<file path="src/rtl/seg7_capture.sv">
// seg7_capture: receive end of a multiplexed 7-segment display bus.
// It samples SEG and DIG and rejects glitches with a stability counter.
// Each stable digit pattern is decoded back to BCD, and one full frame of
// NDIG digits is presented through a valid/ready handshake.
//
// Ports:
//   clk, rst     system clock; synchronous active-high reset
//   SEG[6:0]     segment lines {a..g}, a = bit 6
//   DIG[NDIG-1:0] one-hot digit enables, bit 0 = rightmost digit
//   BCD          decoded digits, digit i at [4i+3:4i]
//   BLANK, ERR   per-digit blank / undecodable flags
//   FRAME_VALID  output registers hold a complete frame
//   FRAME_READY  consumer accepts the frame
//   OVR          sticky: a completed frame was dropped while FRAME_VALID was high
//
// Build option: define SEG7_CAPTURE_ACTLOW_EN to invert SEG and DIG at the
// input. Use it for common-anode, active-low drivers.
module seg7_capture #(
  parameter int unsigned NDIG   = 4,
  parameter int unsigned STABLE = 3
) (
  input  logic              clk,
  input  logic              rst,
  input  logic [6:0]        SEG,
  input  logic [NDIG-1:0]   DIG,
  output logic [4*NDIG-1:0] BCD,
  output logic [NDIG-1:0]   BLANK,
  output logic [NDIG-1:0]   ERR,
  output logic              FRAME_VALID,
  input  logic              FRAME_READY,
  output logic              OVR
);

  localparam int unsigned CW = 8;
  localparam int unsigned PW = NDIG + 7;
  localparam logic [CW-1:0] STABLE_C = CW'(STABLE);

  typedef enum logic [0:0] {COLLECT, PRESENT} state_t;

  logic [PW-1:0]   pin;
  logic [PW-1:0]   sync_q;
  logic [NDIG-1:0] dig;
  logic [CW-1:0]   cnt_q, cnt_d;
  logic            match, onehot, accept;
  logic [5:0]      entry;
  logic [5:0]      store_q [NDIG];
  logic [NDIG-1:0] seen_q, seen_d;
  logic            full, load, clr_seen, set_ovr;
  state_t          state_q, state_d;

  // Pin polarity: the decoder always works in active-high terms.
`ifdef SEG7_CAPTURE_ACTLOW_EN
  assign pin = ~{DIG, SEG};
`else
  assign pin = {DIG, SEG};
`endif

  // Segment pattern to {bcd, blank, err}.
  function automatic logic [5:0] decode(input logic [6:0] s);
    case (s)
      7'h7E:   decode = {4'd0, 2'b00};
      7'h30:   decode = {4'd1, 2'b00};
      7'h6D:   decode = {4'd2, 2'b00};
      7'h79:   decode = {4'd3, 2'b00};
      7'h33:   decode = {4'd4, 2'b00};
      7'h5B:   decode = {4'd5, 2'b00};
      7'h5F:   decode = {4'd6, 2'b00};
      7'h70:   decode = {4'd7, 2'b00};
      7'h7F:   decode = {4'd8, 2'b00};
      7'h7B:   decode = {4'd9, 2'b00};
      7'h00:   decode = {4'hF, 2'b10};
      default: decode = {4'hE, 2'b01};
    endcase
  endfunction

  // The value being sampled this edge is compared with the previous sample.
  // Deciding on it directly puts accept at edge STABLE-1 of the run.
  assign dig    = pin[PW-1:7];
  assign match  = (pin == sync_q);
  assign onehot = (dig != '0) && ((dig & (dig - NDIG'(1))) == '0);
  assign entry  = decode(pin[6:0]);

  // Stability counter: reload on change, saturate at STABLE.
  always_comb begin
    cnt_d = cnt_q;
    if (!match)                cnt_d = CW'(1);
    else if (cnt_q != STABLE_C) cnt_d = cnt_q + CW'(1);
  end

  // One event per stable run: reaching STABLE, not sitting at it.
  assign accept = (cnt_d == STABLE_C) && (!match || (cnt_q != STABLE_C)) && onehot;

  assign full = &seen_q;

  // A digit accepted on the frame-complete edge belongs to the next frame.
  assign seen_d = (clr_seen ? '0 : seen_q) | (accept ? dig : '0);

  // FSM state register.
  always_ff @(posedge clk) begin
    if (rst) state_q <= COLLECT;
    else     state_q <= state_d;
  end

  // FSM next state.
  always_comb begin
    state_d = state_q;
    case (state_q)
      COLLECT: if (full) state_d = PRESENT;
      PRESENT: if (FRAME_READY && !full) state_d = COLLECT;
      default: state_d = COLLECT;
    endcase
  end

  // FSM outputs: load a frame, drop a frame (overrun), or wait.
  always_comb begin
    load     = 1'b0;
    clr_seen = 1'b0;
    set_ovr  = 1'b0;
    case (state_q)
      COLLECT: begin
        if (full) begin
          load     = 1'b1;
          clr_seen = 1'b1;
        end
      end
      PRESENT: begin
        if (full) begin
          clr_seen = 1'b1;
          if (FRAME_READY) load    = 1'b1;
          else             set_ovr = 1'b1;
        end
      end
      default: ;
    endcase
  end

  assign FRAME_VALID = (state_q == PRESENT);

  // Input stage, working store and output registers.
  always_ff @(posedge clk) begin
    if (rst) begin
      sync_q <= '0;
      cnt_q  <= '0;
      seen_q <= '0;
      for (int i = 0; i < NDIG; i++) store_q[i] <= '0;
      BCD    <= '1;
      BLANK  <= '1;
      ERR    <= '0;
      OVR    <= 1'b0;
    end else begin
      sync_q <= pin;
      cnt_q  <= cnt_d;
      seen_q <= seen_d;
      for (int i = 0; i < NDIG; i++) begin
        if (accept && dig[i]) store_q[i] <= entry;
      end
      if (load) begin
        for (int i = 0; i < NDIG; i++) begin
          BCD[4*i +: 4] <= store_q[i][5:2];
          BLANK[i]      <= store_q[i][1];
          ERR[i]        <= store_q[i][0];
        end
      end
      if (set_ovr) OVR <= 1'b1;
    end
  end

endmodule
</file>
<file path="config.mk">
export PLATFORM = sky130hd
export DESIGN_NAME = seg7_capture
export DESIGN_NICKNAME = d
export VERILOG_FILES = /design/src/rtl/seg7_capture.sv
export SDC_FILE = /design/constraint.sdc
export NUM_CORES = 1
export LEC_CHECK = 0
export BUFFER_PORTS_ARGS = -buffer_cell sky130_fd_sc_hd__buf_2
export CAP_MARGIN = 20
export CORE_MARGIN = 8
export CORE_UTILIZATION = 29
export CTS_BUF_LIST = sky130_fd_sc_hd__clkbuf_8 sky130_fd_sc_hd__clkbuf_16
export DETAILED_ROUTE_END_ITERATION = 6
export PLACE_DENSITY = 0.47
export SLEW_MARGIN = 30
export SYNTH_ARGS = -nofsm -noshare
export SYNTH_HDL_FRONTEND = slang
export SYNTH_SLANG_ARGS = --single-unit
export TNS_END_PERCENT = 50
</file>
<file path="constraint.sdc">
create_clock -name clk -period 2.1 [get_ports clk]
set_clock_uncertainty 0.1 [all_clocks]
set_input_delay 0.315 -clock clk [delete_from_list [all_inputs] [get_ports clk]]
set_output_delay 0.315 -clock clk [all_outputs]
set_load 0.02 [all_outputs]
</file>
# Yosys cells after proc, flatten, opt, wreduce, memory -nomap -nowiden
# Memory sizes are Yosys's and may differ from the RTL's. A register that Yosys moved wholly into a read port is not among the register bits.
# Index checks and enable logic that the tools add are counted.
totals:
  ff_bits: 25
  mem_bits_rw: 24
  input_bits: 14
  word_cells: 75
  memories: 1
mem_list:
  columns: ["memory", "depth", "width", "read_ports", "rd_clocked_by_memory_dff", "write_ports", "line", "rtl"]
  rows:
  - ["store_q", 4, 6, 4, 4, 4, "46", "logic [5:0] store_q [NDIG];"]
op_classes:
  n_addsub: 2
  eq_ne: 13
  n_mux: 32
  n_bitwise: 7
  n_reduce_logical: 15
ops:
  columns: ["cell", "count"]
  rows:
  - ["$pmux 6 s11", 1]
  - ["$eq 7x7->1 const B", 8]
  - ["$mux 6", 4]
  - ["$mux 1", 21]
  - ["$mux 8", 2]
  - ["$eq 7x6->1 const B", 2]
  - ["$eq 11x11->1", 1]
  - ["$add 8x1->8 const B", 1]
  - ["$eq 8x2->1 const B", 1]
  - ["$logic_and 1x1->1", 8]
  - ["$mux 4", 2]
  - ["$ne 8x2->1 const B", 1]
  - ["$logic_not 7->1", 1]
  - ["$and 4x4->4", 1]
  - ["$logic_not 4->1", 1]
  - ["$or 1x1->1", 4]
  - ["$or 4x4->4", 1]
  - ["$pmux 1 s2", 2]
  - ["$reduce_and 4->1", 1]
  - ["$reduce_bool 4->1", 1]
  - ["$sub 4x1->4 const B", 1]
  - ["$logic_not 1->1", 2]
  - ["$logic_or 1x1->1", 1]
  - ["$not 1->1", 1]

# Longest topological paths before layout
depth:
  word_depth: 11
  ltp_mapped: 7
  depth_no_buf: 6

# Least setup slack after synthesis
# Ideal clock, no wire load.
synth_path:
  kind: "register -> register"
  startpoint: "reg cnt_q[6]"
  endpoint: "mem store_q[0][0], enable pin"
  t_arrival_ps: 1682
  required_ps: 1684
  slack_ps: 2
  path_stages_with_launch: 6
  cell_sequence: "dfxtp_1 > or4_4 > nor4_4 > o21ai_2 > nor2_1 > a21o_1"
synth_lines:
  columns: ["element", "line", "rtl"]
  rows:
  - ["start: declaration", "43", "logic [CW-1:0] cnt_q, cnt_d;"]
  - ["start signal: assignment", "152", "cnt_q <= cnt_d;"]
  - ["end: declaration", "46", null]

==> results.md <==
- The run finished with clean final reports.
- The number of remaining DRC errors is 0.
- Synthesis produced a netlist whose cell count is between 200 and 300.
- Of the total synthesized cell area, the portion taken by full adders, half adders and majority gates is 0.396%.
- The first global-routing pass estimated 11.6 mm of wire.
- Measured along the x axis, the die boundary spans between 100 and 150 um.
- The number of cells in the finished layout apart from fillers is 490.
- The largest net degree at the start of global routing is 45.
- The synthesized area per cell is 11.0 um2.
- After Yosys synthesis, and, or, nand and nor cells account for about a quarter of the synthesized area.
- The post-synthesis mux area share is 1.58%.
- At the end of the flow, the number of nets in the layout was 361.
- The core outline area is about 0.011 mm2.
- The number of buffers inserted by post-CTS setup repair is 0.
- After detailed routing, the average wire length per cell comes to roughly 14 um.
- The wire length reported by the detailed router is slightly below 7 mm.
- The final period utilization is 95.3%.
- Synthesis produced a netlist with a net count of 302.
- The fraction of the mapped netlist area in compound gates is 11.0%.
- The total overflow reported by the global router is 0.
- For this run, the number of Yosys warnings is 0.
- The clock passes through at most 2 buffers.
- 40 I/O pins were placed.
- The number of buffers created by CTS is 9.
- The floorplan step defined a die boundary enclosing 0.0145 mm2.
- At the end of the flow the core is filled with cells to 36.2%.
- The largest fanout on the critical path is 14.
- Routability-driven placement finished with a final weighted congestion of 0.750.
- After synthesis, the largest family of logic cells by area is simple AND/OR/NAND/NOR gates.
- Row generation in the floorplan step produced 38 rows.
- For this run, global-route usage on met3 was measured as 3.12%.
- The initial antenna violation count was 0.
- Leaving out fill and tap cells, the most frequent cell in the layout is dfxtp_1.
- The hold buffer count at cts is 0.
- The initial cell density of the core is 29.4%.
- For this run, global-route usage on met1 was measured as 12.8%.
- The critical path launch point type is a flop.
- The maximum vdd ir drop is about 0.23 mV.
- The tightest min-delay check is of the in2reg type.
- The part of the Yosys area used for sequential elements is 53.9%.
- The max-capacitance violation count is 0.
- The xor/xnor share of the synthesized area is 5.54%.
- In the layout the commonest cells are dfxtp_1 (49), buf_2 (39), nor2b_1 (34).
- The iteration-0 DRC count of the detailed router is 127.
- The die extent in y is approximately 120 um.
- For the worst setup path, the data required time is 2220 ps.
- The number of detailed-routing iterations run before antenna repair is 4.
- The analysis attributes to cell leakage a power of 1.60 nW.
- After layout, the design draws a total of between 0.002 and 0.003 W.
- Setup violations remaining at the end of the flow were counted as 0.
- Based on the critical path, the design can be clocked at up to 500 MHz.
- For this design, the sink count on the clock tree is 73.
- After detailed routing, the number of vias per cell comes to 4.56.
- The power density of the placed cells is 710 mW/mm2.
- The count of placed standard cells including taps is 474.
- The distinct cell type count after synthesis is a little over 40.
- The total standard cell area after synthesis is 0.00316 mm2.
- The critical path goes through ha_1 -> xor2_1 -> nor4_4 -> o21ai_2 -> buf_4 -> nor2_4 -> and3_1.
- The routed layout has 2235 vias.
- The clock latency on the worst-skew pair is 350 ps.
- The number of global-route vias before repair is 2229.
- The number of slew-limit violations in the final report was 0.
- Relative to the synthesized area, the layout overhead comes to 23.2%.
- TritonCTS built the clock tree.
- Headroom to the max-slew limit came out at 62.7%.
- Clock-pin slew was measured on the worst setup and hold paths at 80 ps.
- The flop and latch count out of synthesis is 73.
- The layer with the highest usage after global routing is met2.
- The wire-length estimate of the detail-placed layout is 4.91 mm.
- The root buffer cell chosen for the clock tree is clkbuf_8.
- The library cell contributing the largest single delay on the critical path is dfxtp_1.
- The endpoint type of the worst setup path is a flop.
- Port buffering added 39 buffers.
- The global-route track usage on met2 is between 10% and 20%.
- The H-tree was split into 3 levels.
- The worst setup path is of the reg2reg kind.
- Data arrives at the worst endpoint at roughly 2100 ps.
- The slew at the pin closest to its max-slew limit is 551 ps.
- Once detail routing completed, the nets flagged for antenna violations numbered 0.
- The global-route total usage across every layer is 10.2%.
- For this run, the slowest stage of the critical path takes roughly 350 ps.
- The diode insertion count for antenna repair is 0.
- The final number of hold-violating endpoints is 0.
- The clock period could shrink to between 2000 and 2500 ps.
- The fraction of final layout cells with drive strength greater than 1 is 30.6%.
==> cell usage after synthesis <==
master,count,share of area (%)
nor2_1,20,2.4
a211o_1,20,5.5
o22a_1,1,0.28
dfxtp_1,49,31
edfxtp_1,24,23
o31ai_1,1,0.24
and3_1,24,4.8
nand3_1,8,1.3
nand2_1,4,0.48
a31o_2,1,0.28
buf_1,2,0.24
nand4b_4,1,0.75
and3_2,5,1.2
nor4_4,1,0.67
or4_4,1,0.36
buf_2,3,0.48
nor4_1,1,0.20
nand2b_1,6,1.2
clkbuf_1,14,1.7
xnor2_1,3,0.83
buf_4,1,0.24
mux2i_1,5,1.6
o21ai_0,6,0.95
and4_1,1,0.28
buf_6,2,0.71
a32oi_1,1,0.28
nor3b_1,2,0.48
nor4_2,2,0.79
xor2_1,17,4.7
o211ai_1,1,0.24
o21ai_2,1,0.28
ha_1,1,0.40
a21oi_1,3,0.48
nor3_1,5,0.79
a21o_1,4,0.95
and2_1,3,0.59
nor2b_1,35,6.9
a22o_2,4,1.3
nor4b_1,2,0.55
a211oi_1,1,0.24
nor2_8,1,0.63
==> logic make-up (layout without fill, tap and decap cells) <==
logic type,after synthesis,after routing
AO/OA/AOI/OAI,44,44
XOR/XNOR,20,20
adder cells (fa/ha/maj),1,1
buffers and inverters,22,84
flip-flops,73,73
multiplexers,5,5
AND/OR/NAND/NOR,122,123
==> where the power goes <==
group | leakage [nW] | internal, W | total [W] | switching [W]
Combinational | 0.843 | 0.0000727 | 0.000171 | 0.0000983
Clock | 0.0981 | 0.000573 | 0.00110 | 0.000532
Sequential | 0.657 | 0.00148 | 0.00149 | 0.00000961
==> final timing paths <==
kind,from,end,slack (ps),cells after the start
min,SEG[5],sync_q[5],140,2
max,cnt_q[1],store_q[1][1],100,7
min reg2reg,store_q[1][5],BCD[7],350,1
max reg2reg,cnt_q[1],store_q[1][1],100,7
==> metrics by stage <==
stage                     setup TNS (ps)  setup slack [ps]  instance area (um2)  hold WS (ps)
final                                  0              98.1                 3890           138
after floorplan                        0              2.03                 3160           328
after detailed placement            -581             -33.4                 3670           337
after global routing               -4.88             -4.10                 3890           119
after global placement                 0              2.59                 3670           337
after CTS                           -646             -39.9                 3860           122
==> state kept, by name, summed over array words and instances (netlist names) <==
name	count
store_q	24
BCD	16
sync_q	11
cnt_q	8
BLANK	4
ERR	4
seen_q	4
FRAME_VALID	1
OVR	1
==> worst max-delay path, delay by kind of cell (launching register included) <==
kind | cells | cell delay, ps
buf+inv | 1 | 170
simple gates | 3 | 760
compound gates | 1 | 90
flops | 1 | 350
xor+xnor | 1 | 190
fa+ha+maj | 1 | 220
==> layout make-up <==
class	instances	area, um2
Multi-Input combinational cell	193	1390
Fill cell	1118	6850
Sequential cell	73	1700
Timing Repair Buffer	69	433
Clock inverter	5	56.3
Clock buffer	10	138
Tap cell	140	175
==> timing repair <==
action | CTS | global route
endpoints found under the setup margin | 31 | 51
resized for setup | 0 | 5
pin swaps | 1 | 2
cloned | 0 | 1
==> routing by layer <==
metal,vias up,share of wire (%)
li1,1136,-
met1,1043,48
met2,46,45
met3,10,5.0
met4,0,1.7
met5,-,0
(Power assumes the default switching activity.)
